## src/rtl/module_scan_teclado_if.sv

```systemverilog
// Keypad link between the scan controller and the keypad/consumer side.
// Port summary: row (keypad rows, active-low), column (one-hot active-low drive),
//               key_code / key_valid / key_held (accepted-key result).
interface module_scan_teclado_if;
  logic [3:0] row;
  logic [3:0] column;
  logic [3:0] key_code;
  logic       key_valid;
  logic       key_held;

  // Scan controller side.
  modport master (
    input  row,
    output column,
    output key_code,
    output key_valid,
    output key_held
  );

  // Keypad / operand-capture side.
  modport slave (
    output row,
    input  column,
    input  key_code,
    input  key_valid,
    input  key_held
  );
endinterface

```

## src/rtl/module_scan_teclado.sv

```systemverilog
// 4x4 keypad scan controller: one column driven low at a time, rows synchronized,
// press and release debounced, one-cycle key_valid strobe with a 4-bit key code.
// Latency: strobe DEBOUNCE_CYCLES cycles after the press debounce starts; no backpressure.
// Ports: clk, rst (async, active-high), kp.master (row in; column, key_code,
//        key_valid, key_held out).
// Optional: define TECLADO_REPEAT_EN to re-strobe every REPEAT_CYCLES while held.
module module_scan_teclado #(
  parameter int SETTLE_CYCLES   = 16,
  parameter int DEBOUNCE_CYCLES = 270000,
  parameter int REPEAT_CYCLES   = 13500000
) (
  input  logic                   clk,
  input  logic                   rst,
  module_scan_teclado_if.master  kp
);

  typedef enum logic [1:0] {SCAN = 2'd0, DEB_PRESS = 2'd1, HELD = 2'd2} state_t;

  // One shared counter: settle in SCAN, press debounce, release debounce.
  localparam int CMAX = (SETTLE_CYCLES > DEBOUNCE_CYCLES) ? SETTLE_CYCLES : DEBOUNCE_CYCLES;
  localparam int CW   = (CMAX > 1) ? $clog2(CMAX) : 1;
  localparam logic [CW-1:0] SETTLE_TC = CW'(SETTLE_CYCLES - 1);
  localparam logic [CW-1:0] DEB_TC    = CW'(DEBOUNCE_CYCLES - 1);
  localparam logic [CW-1:0] CNT_SAT   = CW'(CMAX - 1);

  if (SETTLE_CYCLES < 1 || DEBOUNCE_CYCLES < 1 || REPEAT_CYCLES < 1) begin : g_bad_param
    $error("module_scan_teclado: cycle parameters must be at least 1");
  end

  state_t        state, state_nxt;
  logic [CW-1:0] cnt, cnt_nxt, cnt_inc;
  logic [1:0]    col_idx, col_nxt;
  logic [3:0]    pat, pat_nxt;
  logic [3:0]    row_meta, rs;
  logic [3:0]    key_code_q, code_nxt;
  logic          key_valid_q, valid_nxt;
  logic          key_held_q, held_nxt;
  logic          accept, release_done;
  logic [3:0]    column_c;

  // Lowest active row wins when several rows are low.
  function automatic logic [3:0] key_map(input logic [3:0] p, input logic [1:0] c);
    logic [1:0] r;
    logic [3:0] code;
    r = !p[0] ? 2'd0 : !p[1] ? 2'd1 : !p[2] ? 2'd2 : 2'd3;
    case ({r, c})
      4'h0: code = 4'd1;   4'h1: code = 4'd2;   4'h2: code = 4'd3;   4'h3: code = 4'd10;
      4'h4: code = 4'd4;   4'h5: code = 4'd5;   4'h6: code = 4'd6;   4'h7: code = 4'd11;
      4'h8: code = 4'd7;   4'h9: code = 4'd8;   4'hA: code = 4'd9;   4'hB: code = 4'd12;
      4'hC: code = 4'd14;  4'hD: code = 4'd0;   4'hE: code = 4'd15;  default: code = 4'd13;
    endcase
    return code;
  endfunction

  // Rows are asynchronous to clk; everything below looks only at rs.
  always_ff @(posedge clk or posedge rst) begin
    if (rst) begin
      row_meta <= 4'hF;
      rs       <= 4'hF;
    end else begin
      row_meta <= kp.row;
      rs       <= row_meta;
    end
  end

`ifdef TECLADO_REPEAT_EN
  localparam int RW = (REPEAT_CYCLES > 1) ? $clog2(REPEAT_CYCLES) : 1;
  localparam logic [RW-1:0] RPT_TC = RW'(REPEAT_CYCLES - 1);
  logic [RW-1:0] rpt, rpt_nxt;
  logic          rpt_fire;

  // Repeat timer runs only while the exact accepted pattern is still present.
  always_comb begin
    rpt_nxt  = '0;
    rpt_fire = 1'b0;
    if (state == HELD && rs == pat) begin
      if (rpt == RPT_TC) rpt_fire = 1'b1;
      else               rpt_nxt  = rpt + RW'(1);
    end
  end

  always_ff @(posedge clk or posedge rst) begin
    if (rst) rpt <= '0;
    else     rpt <= rpt_nxt;
  end
`endif

  // State register (plus datapath registers updated from the comb processes).
  always_ff @(posedge clk or posedge rst) begin
    if (rst) begin
      state       <= SCAN;
      cnt         <= '0;
      col_idx     <= 2'd0;
      pat         <= 4'hF;
      key_code_q  <= 4'd0;
      key_valid_q <= 1'b0;
      key_held_q  <= 1'b0;
    end else begin
      state       <= state_nxt;
      cnt         <= cnt_nxt;
      col_idx     <= col_nxt;
      pat         <= pat_nxt;
      key_code_q  <= code_nxt;
      key_valid_q <= valid_nxt;
      key_held_q  <= held_nxt;
    end
  end

  // Next-state logic.
  always_comb begin
    state_nxt    = state;
    col_nxt      = col_idx;
    pat_nxt      = pat;
    accept       = 1'b0;
    release_done = 1'b0;
    cnt_inc      = (cnt == CNT_SAT) ? cnt : cnt + CW'(1);
    cnt_nxt      = cnt_inc;
    case (state)
      SCAN: begin
        if (cnt == SETTLE_TC) begin
          cnt_nxt = '0;
          if (rs == 4'hF) begin
            col_nxt = col_idx + 2'd1;
          end else begin
            pat_nxt   = rs;
            state_nxt = DEB_PRESS;
          end
        end
      end
      DEB_PRESS: begin
        if (rs != pat) begin
          // Bounce: rescan the same column from a fresh settle count.
          cnt_nxt   = '0;
          state_nxt = SCAN;
        end else if (cnt == DEB_TC) begin
          cnt_nxt   = '0;
          accept    = 1'b1;
          state_nxt = HELD;
        end
      end
      HELD: begin
        // Any non-idle row (including a second key) restarts the release debounce.
        if (rs != 4'hF) begin
          cnt_nxt = '0;
        end else if (cnt == DEB_TC) begin
          cnt_nxt      = '0;
          col_nxt      = col_idx + 2'd1;
          release_done = 1'b1;
          state_nxt    = SCAN;
        end
      end
      default: begin
        cnt_nxt   = '0;
        state_nxt = SCAN;
      end
    endcase
  end

  // Output logic.
  always_comb begin
    column_c  = ~(4'b0001 << col_idx);
    code_nxt  = key_code_q;
    valid_nxt = 1'b0;
    held_nxt  = key_held_q;
    if (accept) begin
      code_nxt  = key_map(pat, col_idx);
      valid_nxt = 1'b1;
      held_nxt  = 1'b1;
    end
    if (release_done) held_nxt = 1'b0;
`ifdef TECLADO_REPEAT_EN
    if (rpt_fire) valid_nxt = 1'b1;
`endif
  end

  assign kp.column    = column_c;
  assign kp.key_code  = key_code_q;
  assign kp.key_valid = key_valid_q;
  assign kp.key_held  = key_held_q;

endmodule

```

## src/flat_wrapper.sv

```systemverilog
// flat-port wrapper written by rule: the top's interface ports become plain ports
module module_scan_teclado_flat 
#(
  parameter int SETTLE_CYCLES   = 16,
  parameter int DEBOUNCE_CYCLES = 270000,
  parameter int REPEAT_CYCLES   = 13500000
)
  (clk, rst, kp_row, kp_column, kp_key_code, kp_key_valid, kp_key_held);
  module_scan_teclado_if kp_i ();
  input  logic clk;
  input  logic rst;
  input wire logic [$bits(kp_i.row)-1:0] kp_row;
  output wire logic [$bits(kp_i.column)-1:0] kp_column;
  output wire logic [$bits(kp_i.key_code)-1:0] kp_key_code;
  output wire logic [$bits(kp_i.key_valid)-1:0] kp_key_valid;
  output wire logic [$bits(kp_i.key_held)-1:0] kp_key_held;
  assign kp_i.row = kp_row;
  assign kp_column = kp_i.column;
  assign kp_key_code = kp_i.key_code;
  assign kp_key_valid = kp_i.key_valid;
  assign kp_key_held = kp_i.key_held;
  module_scan_teclado #(.SETTLE_CYCLES(SETTLE_CYCLES), .DEBOUNCE_CYCLES(DEBOUNCE_CYCLES), .REPEAT_CYCLES(REPEAT_CYCLES)) u_core (.clk(clk), .rst(rst), .kp(kp_i));
endmodule
```

## config.mk

```make
export PLATFORM = sky130hd
export DESIGN_NAME = module_scan_teclado_flat
export DESIGN_NICKNAME = d
export VERILOG_FILES = /design/src/rtl/module_scan_teclado_if.sv /design/src/rtl/module_scan_teclado.sv /design/src/flat_wrapper.sv
export SDC_FILE = /design/constraint.sdc
export NUM_CORES = 1
export LEC_CHECK = 0
export ABC_CLOCK_PERIOD_IN_PS = 2000
export BUFFER_PORTS_ARGS = -buffer_cell sky130_fd_sc_hd__buf_2
export CAP_MARGIN = 10
export CORE_MARGIN = 5
export CORE_UTILIZATION = 40
export DETAILED_ROUTE_END_ITERATION = 8
export PLACE_DENSITY = 0.57
export SYNTH_ARGS = -nofsm -noshare
export SYNTH_HDL_FRONTEND = slang
export SYNTH_SLANG_ARGS = --single-unit
```

## constraint.sdc

```tcl
create_clock -name clk -period 2 [get_ports clk]
set_clock_uncertainty 0.1 [all_clocks]
set_input_delay 0.4 -clock clk [delete_from_list [all_inputs] [get_ports clk]]
set_output_delay 0.4 -clock clk [all_outputs]
set_load 0.1 [all_outputs]
```

==> out/results.md <==
## Clock tree
* root buffer cell: sky130_fd_sc_hd__clkbuf_8
* number of levels in the clock H-tree: 2
* clock tree from TritonCTS: done
* deepest clock path buffer count: 2
* TritonCTS buffer count: 5
* number of sinks on the clock net: 41
* clock latency reported for the late side of the worst-skew pair: 0.29 ns
* clock-pin transition on the worst setup and hold timing paths: 0.08 ns

## Timing
* final hold slack: 0.0984 ns
* final-report setup violation count: 26
* Max-Slew Margin vs Limit: 67.2%
* RSZ-0062 raised after global routing: yes
* final worst path period need: 2.12 ns
* Final Hold Viols: 0
* Worst-Margin Slew: 0.491 ns
* share of the cycle needed by the critical path after routing: 106%
* final-report max-slew violation count: 0
* fmax: 472 MHz
* worst path setup slack after routing: -0.120 ns

## Final layout
* # diodes: 0
* share of layout cells above drive strength 1: 40.4%
* total number of nets in the final design: 273
* post-synthesis to final-layout area growth: 29.9%
* post-route cell area: 0.00278 sq mm
* post-layout instance count excluding filler cells: 330
* fillcell total: 481

## Route
* drt initial violations: 40
* First-pass DRT Iterations: 4
* post-route ant nets: 0
* DRC errors left: 0
* routed wire length: 4170 um
* via density per instance: 4.79
* WL per Instance: 12.6 um
* vias after detailed routing: 1581

## Synth
* Post-Synthesis Net Count: 219
* number of synthesized flops with an enable pin: 0
* average footprint of a synthesized cell: 10.4 sq um
* synth unique cells: 46
* number of standard cells after synthesis: 205
* Synth Register Bits: 41
* Syn. warnings: 0
* fraction of the yosys area taken by sequential cells: 48.6%
* compound-gate portion of the synthesized area: 9.00%
* basic-gate share of the synthesized area counting and, or, nand and nor cells: 22.7%
* Post-Syn Area: 0.00214 sq mm
* dominant combinational cell family by area after synthesis: simple AND/OR/NAND/NOR gates
* top cell type by total area after synthesis: sky130_fd_sc_hd__dfrtp_1
* Async S/R FF share, synth: 100%
* largest cells by area after synthesis: sky130_fd_sc_hd__dfrtp_1 34%, sky130_fd_sc_hd__dfstp_2 15%, sky130_fd_sc_hd__ha_1 4.7%
* fraction of synthesized cell area in xor and xnor cells: 6.95%
* adder and majority cell fraction of the synthesized area: 4.68%
* Synth top area share: 33.9%
* multiplexer area fraction after synthesis: 4.79%
* top_reg_cell synth: sky130_fd_sc_hd__dfrtp_1

## Setup path
* register-to-register path setup slack: -0.12 ns
* startpoint kind of the worst setup timing path: flop
* CP Data Arrival Time: 2.20 ns
* critical path type: flop to flop
* required time at the endpoint of the critical path: 2.08 ns
* type of element capturing the critical path: flop
* crit-path max FO: 5

## Power and ir drop
* worst vdd ir: 0.475 mV
* leakage dissipation: 1.35 nW
* Final Total Pwr: 2.87 mW
* power density cells: 1030 mW/mm^2

## Global route
* first-pass GRT wire length: 7500 um
* met1 demand-to-capacity share in global routing: 20.0%
* most heavily used metal layer in global routing: met1
* initial antenna violation count: 0
* largest net degree at the start of global routing: 42
* GR Overflow Total: 0
* aggregate global-route resource usage: 13.1%
* met2 usage: 18.1%
* met3 global-route usage: 3.37%
* number of global-route vias before repair: 1532

## Flow run
* max-cap violations: 0

## Worst hold path
* Hold Crit Class: primary input to flop

## Floorplan
* site row count: 26
* Core Area: 0.00514 sq mm
* die outline height: 83.2 um
* die boundary width: 83.2 um
* number of I/O pins: 16
* overall die area: 0.00691 sq mm
* Initial Utilization: 41.7%

## Placed design
* total placed instance area: 0.00259 sq mm
* I/O Buffers: 15
* gpl congestion: 0.800
* estimated wirelength of the detail-placed design: 3160 um
* cell total after placement: 320

## Run status
* result of the run: complete, but fails checks
* violations in the final reports: negative setup slack

==> routing by layer <==
layer | up-vias | share of wire (%) | wire, um
li1 | 812 | - | -
met1 | 743 | 52 | 2190
met2 | 22 | 43 | 1810
met3 | 4 | 3.5 | 145
met4 | 0 | 0.82 | 34
met5 | - | 0 | 0
==> metrics by stage <==
stage / util, % / setup slack [ns] / setup TNS (ns)
3_5_place_dp: 50.4 / -0.104 / -1.74
6_report: 54.1 / -0.120 / -1.82
3_3_place_gp: 50.4 / -0.0825 / -1.19
2_1_floorplan: - / -0.0981 / -1.26
5_1_grt: 54.1 / -0.165 / -3.22
4_1_cts: 52.7 / -0.114 / -1.92
==> cells in the final DEF, fill, tap and decap left out, types with 2 or more instances in the layout <==
cell | Yosys | final
sky130_fd_sc_hd__a21oi_1 | 7 | 4
sky130_fd_sc_hd__a21oi_2 | 0 | 3
sky130_fd_sc_hd__and3_1 | 6 | 6
sky130_fd_sc_hd__buf_12 | 0 | 3
sky130_fd_sc_hd__buf_2 | 1 | 12
sky130_fd_sc_hd__buf_4 | 0 | 33
sky130_fd_sc_hd__buf_6 | 1 | 2
sky130_fd_sc_hd__clkbuf_8 | 0 | 5
sky130_fd_sc_hd__dfrtp_1 | 29 | 27
sky130_fd_sc_hd__dfrtp_2 | 0 | 2
sky130_fd_sc_hd__dfstp_2 | 12 | 12
sky130_fd_sc_hd__ha_1 | 8 | 7
sky130_fd_sc_hd__inv_1 | 13 | 13
sky130_fd_sc_hd__mux2_2 | 2 | 2
sky130_fd_sc_hd__mux2_4 | 4 | 4
sky130_fd_sc_hd__mux2i_1 | 2 | 2
sky130_fd_sc_hd__nand2_1 | 22 | 19
sky130_fd_sc_hd__nand2_2 | 0 | 3
sky130_fd_sc_hd__nand3_1 | 6 | 6
sky130_fd_sc_hd__nand4_1 | 4 | 4
sky130_fd_sc_hd__nor2_1 | 21 | 20
sky130_fd_sc_hd__nor2b_1 | 3 | 3
sky130_fd_sc_hd__nor3_1 | 4 | 4
sky130_fd_sc_hd__o21ai_0 | 13 | 6
sky130_fd_sc_hd__o21ai_1 | 0 | 5
sky130_fd_sc_hd__o21ai_2 | 0 | 2
sky130_fd_sc_hd__o2bb2ai_1 | 2 | 2
sky130_fd_sc_hd__or3_4 | 2 | 2
sky130_fd_sc_hd__or4_4 | 1 | 3
sky130_fd_sc_hd__xnor2_1 | 7 | 7
sky130_fd_sc_hd__xor2_1 | 10 | 10
==> final cells by class <==
type | instances | area (sq um) | area share, %
sequential | 41 | 1040 | 37.5
inverter | 13 | 48.8 | 1.75
clock inverter | 2 | 15.0 | 0.540
multi-input combinational | 148 | 1100 | 39.6
timing repair buffer | 50 | 390 | 14.0
clock buffer | 6 | 93.8 | 3.37
tap | 70 | 87.6 | 3.15
==> timing repair <==
item / CTS / global route
setup endpoints to repair: 29 / 35
hold buffers: 0 / 0
buffers inserted: 0 / 2
resized for setup: 5 / 19
pin swaps: 3 / 5
==> registers in the layout, indices dropped and copies added, names as in the netlist <==
signal	count
u_core.kp.key_valid	1
u_core.kp.key_code	4
u_core.state	2
u_core.col_idx	2
u_core.row_meta	4
u_core.rs	4
u_core.cnt	19
u_core.kp.key_held	1
u_core.pat	4
==> worst max-delay path, stage by stage (launching register included) <==
cell	delay, ns
sky130_fd_sc_hd__dfrtp_1	0.38
sky130_fd_sc_hd__or4_4	0.54
sky130_fd_sc_hd__or3_4	0.45
sky130_fd_sc_hd__nor2_8	0.15
sky130_fd_sc_hd__nand2_4	0.09
sky130_fd_sc_hd__mux2_4	0.30
==> path summary, 6_finish.rpt <==
kind | from | endpoint | cells after the start
worst max-delay path | u_core.cnt[8]$_DFF_PP0_ | u_core.kp.key_code[3]$_DFFE_PP0P_ | 5
worst min-delay path | kp_row[2] | u_core.row_meta[2]$_DFF_PP1_ | 1
worst max register to register | u_core.cnt[8]$_DFF_PP0_ | u_core.kp.key_code[3]$_DFFE_PP0P_ | 5
worst min register to register | u_core.row_meta[3]$_DFF_PP1_ | u_core.rs[3]$_DFF_PP1_ | 0
max in group asynchronous | rst | u_core.pat[1]$_DFFE_PP1P_ | 3
min in group asynchronous | rst | u_core.col_idx[0]$_DFFE_PP0P_ | 3
==> cell families after synthesis <==
kind of cell    after synthesis
buf+inv                      16
xor+xnor                     17
flops                        41
mux                           8
simple gates                 86
compound gates               29
fa+ha+maj                     8
==> cells in the mapped netlist, drive strengths merged (3+ instances only) <==
| cell | instances |
|---|---|
| dfstp | 12 |
| or4 | 3 |
| a21oi | 7 |
| nand4 | 4 |
| o21ai | 14 |
| nor3 | 6 |
| dfrtp | 29 |
| mux2 | 6 |
| and3 | 6 |
| nor2b | 3 |
| xnor2 | 7 |
| nand3 | 6 |
| nand2 | 23 |
| ha | 8 |
| inv | 13 |
| nor2 | 22 |
| xor2 | 10 |
==> power breakdown <==
part	leakage (nW)	total, mW	internal (mW)	switching (mW)
clock network	0.0569	0.625	0.324	0.301
registers	0.518	1.12	0.992	0.132
logic	0.775	1.12	0.535	0.584
total	1.35	2.87	1.85	1.02
No activity file was read; power rests on OpenSTA's default activity.
